File: config.mk
export PLATFORM = sky130hd
export DESIGN_NAME = alu_exec_seq
export DESIGN_NICKNAME = d
export VERILOG_FILES = /design/src/rtl/alu_exec_seq.sv
export SDC_FILE = /design/constraint.sdc
export NUM_CORES = 1
export LEC_CHECK = 0
export ABC_AREA = 1
export CAP_MARGIN = 20
export CORE_UTILIZATION = 60
export DETAILED_ROUTE_END_ITERATION = 10
export DONT_BUFFER_PORTS = 1
export GPL_ROUTABILITY_DRIVEN = 1
export PLACE_DENSITY_LB_ADDON = 0.3
export SYNTH_ARGS = -nofsm -noshare
export SYNTH_HDL_FRONTEND = slang
export SYNTH_SLANG_ARGS = --single-unit
File: constraint.sdc
create_clock -name clk -period 1.94 [get_ports clk]
set_clock_uncertainty 0.1 [all_clocks]
set_input_delay 0.388 -clock clk [delete_from_list [all_inputs] [get_ports clk]]
set_output_delay 0.388 -clock clk [all_outputs]
set_load 0.005 [all_outputs]
File: src/rtl/alu_exec_seq.sv
// Execute sequencer feeding the 4-bit ALU: operand fetch from a one-port
// register file, registered ALU drive, flag update and write-back.
`ifndef ALU_OP_LEN
`define ALU_OP_LEN 3
`endif

module alu_exec_seq #(
    parameter int WIDTH    = 4,
    parameter int NREGS    = 4,
    parameter int RADDR_W  = 2,
    parameter int ZERO_REG = 1
) (
    input  logic                   clk,
    input  logic                   rst_n,
    input  logic                   issue_valid,
    output logic                   issue_ready,
    input  logic [`ALU_OP_LEN-1:0] issue_op,
    input  logic [RADDR_W-1:0]     issue_rd,
    input  logic [RADDR_W-1:0]     issue_rs1,
    input  logic [RADDR_W-1:0]     issue_rs2,
    input  logic                   issue_use_imm,
    input  logic [WIDTH-1:0]       issue_imm,
    output logic                   rf_re,
    output logic [RADDR_W-1:0]     rf_raddr,
    input  logic [WIDTH-1:0]       rf_rdata,
    output logic                   rf_we,
    output logic [RADDR_W-1:0]     rf_waddr,
    output logic [WIDTH-1:0]       rf_wdata,
    output logic [WIDTH-1:0]       alu_a,
    output logic [WIDTH-1:0]       alu_b,
    output logic [`ALU_OP_LEN-1:0] alu_op,
    input  logic [WIDTH-1:0]       alu_y,
    output logic                   flag_z,
    output logic                   flag_n,
    output logic                   done
);

    typedef enum logic [2:0] {
        S_IDLE, S_RD_A, S_RD_B, S_LD_B, S_EX, S_WB
    } state_e;

    state_e                  state_q, state_d;
    logic [`ALU_OP_LEN-1:0]  op_q, op_d;
    logic [RADDR_W-1:0]      rd_q, rd_d, rs1_q, rs1_d, rs2_q, rs2_d;
    logic                    use_imm_q, use_imm_d;
    logic [WIDTH-1:0]        imm_q, imm_d, a_q, a_d, b_q, b_d;
    logic [WIDTH-1:0]        res_q, res_d;
    logic                    fz_q, fz_d, fn_q, fn_d;
    logic [RADDR_W-1:0]      raddr_q, raddr_d, waddr_q, waddr_d;
    logic [WIDTH-1:0]        wdata_q, wdata_d;
    logic                    accept, wr_en;

    assign accept = issue_valid && (state_q == S_IDLE);

    // R0 stays zero when hardwired; out-of-range addresses never write
    assign wr_en = !((ZERO_REG != 0) && (rd_q == '0))
                && ({{(32-RADDR_W){1'b0}}, rd_q} < NREGS);

    always_ff @(posedge clk or negedge rst_n) begin
        if (!rst_n) begin
            state_q   <= S_IDLE;
            op_q      <= '0;
            rd_q      <= '0;
            rs1_q     <= '0;
            rs2_q     <= '0;
            use_imm_q <= 1'b0;
            imm_q     <= '0;
            a_q       <= '0;
            b_q       <= '0;
            res_q     <= '0;
            fz_q      <= 1'b0;
            fn_q      <= 1'b0;
            raddr_q   <= '0;
            waddr_q   <= '0;
            wdata_q   <= '0;
        end else begin
            state_q   <= state_d;
            op_q      <= op_d;
            rd_q      <= rd_d;
            rs1_q     <= rs1_d;
            rs2_q     <= rs2_d;
            use_imm_q <= use_imm_d;
            imm_q     <= imm_d;
            a_q       <= a_d;
            b_q       <= b_d;
            res_q     <= res_d;
            fz_q      <= fz_d;
            fn_q      <= fn_d;
            raddr_q   <= raddr_d;
            waddr_q   <= waddr_d;
            wdata_q   <= wdata_d;
        end
    end

    always_comb begin
        state_d = state_q;
        unique case (state_q)
            S_IDLE:  if (issue_valid) state_d = S_RD_A;
            S_RD_A:  state_d = S_RD_B;
            S_RD_B:  state_d = use_imm_q ? S_EX : S_LD_B;
            S_LD_B:  state_d = S_EX;
            S_EX:    state_d = S_WB;
            S_WB:    state_d = S_IDLE;
            default: state_d = S_IDLE;
        endcase
    end

    always_comb begin
        issue_ready = 1'b0;
        rf_re       = 1'b0;
        rf_we       = 1'b0;
        done        = 1'b0;
        rf_raddr    = raddr_q;
        rf_waddr    = waddr_q;
        rf_wdata    = wdata_q;
        unique case (state_q)
            S_IDLE: issue_ready = 1'b1;
            S_RD_A: begin
                rf_re    = 1'b1;
                rf_raddr = rs1_q;
            end
            S_RD_B: if (!use_imm_q) begin
                rf_re    = 1'b1;
                rf_raddr = rs2_q;
            end
            S_WB: begin
                done  = 1'b1;
                rf_we = wr_en;
                if (wr_en) begin
                    rf_waddr = rd_q;
                    rf_wdata = res_q;
                end
            end
            default: ;
        endcase
    end

    always_comb begin
        op_d      = op_q;
        rd_d      = rd_q;
        rs1_d     = rs1_q;
        rs2_d     = rs2_q;
        use_imm_d = use_imm_q;
        imm_d     = imm_q;
        a_d       = a_q;
        b_d       = b_q;
        res_d     = res_q;
        fz_d      = fz_q;
        fn_d      = fn_q;
        raddr_d   = rf_raddr;
        waddr_d   = rf_waddr;
        wdata_d   = rf_wdata;
        if (accept) begin
            op_d      = issue_op;
            rd_d      = issue_rd;
            rs1_d     = issue_rs1;
            rs2_d     = issue_rs2;
            use_imm_d = issue_use_imm;
            imm_d     = issue_imm;
        end
        if (state_q == S_RD_B) begin
            a_d = rf_rdata;
            if (use_imm_q) b_d = imm_q;
        end
        if (state_q == S_LD_B) b_d = rf_rdata;
        if (state_q == S_EX) begin
            res_d = alu_y;
            fz_d  = (alu_y == '0);
            fn_d  = alu_y[WIDTH-1];
        end
    end

    assign alu_a  = a_q;
    assign alu_b  = b_q;
    assign alu_op = op_q;
    assign flag_z = fz_q;
    assign flag_n = fn_q;

endmodule
==> impl_metrics.env <==
export IMPL_status="finished clean"
export IMPL_worst_slack_ps=77.7
export IMPL_grt_max_degree=39
export IMPL_die_y_um=54.8
export IMPL_grt_most_used_layer="met2"
export IMPL_clk_latency_ps=330
export IMPL_reg2reg_to="imm_q[0]$_DFFE_PN0P_"
export IMPL_worst_pin_slew_ps=275
export IMPL_vias_per_cell=5.48
export IMPL_drc=0
export IMPL_start_util_pct=65.7
export IMPL_diodes=0
export IMPL_yosysTopAreaCellShare_pct=56.9
export IMPL_numCtsBuffers=5
export IMPL_syn_inst=200
export IMPL_area_growth_pct=8.61
export IMPL_setup_viol=0
export IMPL_grt_pass1_wl_um=4630
export IMPL_drtPass1Iterations=5
export IMPL_max_freq_mhz=537
export IMPL_worst_r2r_cell_count=6
export IMPL_fillers=205
export IMPL_portBuffers=0
export IMPL_synth_seq_area_share_pct=56.9
export IMPL_vias=1309
export IMPL_root_buffer="clkbuf_4"
export IMPL_coreArea_um2=2540
export IMPL_hold_depth=2
export IMPL_hp_start="rf_rdata[1]"
export IMPL_ir_worst_vdd_mv=1.19
export IMPL_dr_first_iter_drc_count=35
export IMPL_hold_end="alu_a[1]$_DFFE_PN0N_"
export IMPL_dp_hpwl_um=2240
export IMPL_drive_gt1_share_pct=14.4
export IMPL_r2r_slack_ps=550
export IMPL_leakagePower_nw=1.01
export IMPL_cts_sink_count=38
export IMPL_yosys_warnings=0
export IMPL_grt_antenna_before_repair=0
export IMPL_fin_crit_ps=1860
export IMPL_synth_avg_cell_area_um2=8.36
export IMPL_postRouteAntennaNets=0
export IMPL_rsz0062_at_grt="yes"
export IMPL_cp_max_fo=8
export IMPL_dieArea_um2=3000
export IMPL_grt_pass1_vias=1156
export IMPL_place_ws_ps=212
export IMPL_num_rows=18
export IMPL_worstPathRequired_ps=1450
export IMPL_synth_nets=225
export IMPL_worstSetupPathType="flop to output pin"
export IMPL_design_area_um2=1820
export IMPL_min_path_type="primary input to flop"
export IMPL_grt_ovfl_total=0
export IMPL_synth_area_top_cells="dfrtp_1, nand2_1, nand3_1"
export IMPL_io_pins=50
export IMPL_arrival_ps=1370
export IMPL_hold_viol=0
export IMPL_grt_total_usage_pct=22.9
export IMPL_rr_startpoint="state_q[0]$_DFFE_PN0P_"
export IMPL_start_kind="flop"
export IMPL_synth_area_um2=1670
export IMPL_p_per_area_nw_per_um2=1620
export IMPL_die_w_um=54.8
export IMPL_layout_nets=235
export IMPL_cts_tree="built"
export IMPL_met3_usage_pct=6.11
export IMPL_yosysUniqueCellTypes=16
export IMPL_wirelength_um=3120
export IMPL_synth_seq_cells=38
export IMPL_synth_top_cell_by_area="dfrtp_1"
export IMPL_htreeDepth=2
export IMPL_slew_limit_headroom_pct=81.7
export IMPL_grtUsageMet2_pct=36.3
export IMPL_path_clk_slew_ps=100
export IMPL_wl_per_cell_um=13.0
export IMPL_met1_usage_pct=27.8
export IMPL_end_kind="output pin"
export IMPL_maxSlewViolCount=0
export IMPL_place_area_um2=1680
export IMPL_max_cap_violations=0
export IMPL_clockBufferDepth=2
export IMPL_gp_congestion=0.978
export IMPL_period_share_pct=96.0
through the flow:
| stage | cells | setup TNS, ps | utilization (%) | hold WS [ps] | total power, mW |
|---|---|---|---|---|---|
| 6_report | 239 | 0 | 71.3 | 70.0 | 2.93 |
| 5_1_grt | 239 | -40.4 | 71.3 | 62.7 | 3.19 |
| 4_1_cts | 237 | 0 | 69.9 | 57.5 | 2.88 |
| 3_5_place_dp | 227 | 0 | 66.0 | -6.93 | 2.44 |
| 3_3_place_gp | 227 | 0 | 66.0 | -6.89 | 2.37 |
| 2_1_floorplan | 200 | 0 | - | -7.59 | 2.24 |
worst max-delay path by stage:
stage,from,end,slack [ps],depth (start not counted)
detailed placement,state_q[0]$_DFFE_PN0P_,rf_raddr[1],210,5
global placement,state_q[0]$_DFFE_PN0P_,rf_wdata[0],280,4
floorplan,state_q[0]$_DFFE_PN0P_,rf_raddr[0],420,6
finish,state_q[2]$_DFFE_PN0P_,rf_raddr[0],80,5
global route,state_q[2]$_DFFE_PN0P_,rf_raddr[0],-20,5
CTS,state_q[1]$_DFFE_PN0P_,rf_wdata[2],10,5
Yosys cell counts:
cell     number
nor2_1        3
o21ai_2       1
buf_4         2
o21ai_0       7
nor2_4        1
inv_1        11
nand3_1      10
nand2_4       2
nor2_2        1
dfrtp_1      38
nand4_1       4
buf_6         2
nor2_8        1
nand3_2       2
inv_2         2
nand2_1     113
report_power, final:
| part | internal (mW) | leakage, nW | switching, mW | total [mW] |
|---|---|---|---|---|
| sequential | 1.17 | 0.473 | 0.264 | 1.43 |
| clock | 0.163 | 0.0302 | 0.222 | 0.386 |
| combinational | 0.385 | 0.511 | 0.731 | 1.12 |
| total | 1.72 | 1.01 | 1.22 | 2.93 |
registers in the layout (all words and copies together), names as in the netlist, 3 cells and up:
name	flops
alu_b	4
res_q	4
imm_q	4
alu_op	3
state_q	3
wdata_q	4
alu_a	4
cell usage in the layout, fill, tap and decap left out, drive strengths merged:
cell and instances:
o21ai 8, nand4 4, dlygate4sd3 1, clkbuf 6, dfrtp 38, nand2 115
buf 6, inv 13, nor2 6, nand3 12
cell families after synthesis:
| kind of cell | after synthesis | share of synthesized area, % |
|---|---|---|
| AND/OR/NAND/NOR | 137 | 35.3 |
| flip-flops | 38 | 56.9 |
| buffers and inverters | 17 | 5.16 |
| AO/OA/AOI/OAI | 8 | 2.62 |
critical path, cell delays in order, from the launching register on:
cell and delay [ps]:
dfrtp_2 470, inv_4 130, nand3_1 170, inv_1 110, nand2_1 50, nand3_1 110
cell type report:
class | count | area [µm²] | area share [%]
tap | 30 | 37.5 | 2.07
clock buffer | 6 | 51.3 | 2.83
timing repair buffer | 7 | 67.6 | 3.72
sequential | 38 | 953 | 52.5
inverter | 13 | 51.3 | 2.83
multi-input combinational | 145 | 654 | 36.0
metal layers:
layer	up-vias	part of all wire, %
li1	642	-
met1	599	43
met2	60	49
met3	8	6.7
met4	0	1.8
met5	-	0
repair_timing:
action	in CTS	in global routing
endpoints found under the hold margin	38	0
setup endpoints to repair	8	8
buffers inserted	2	2
hold buffers	2	0
gates resized for setup	3	8
Note: power is estimated with default switching activity, not from simulation.
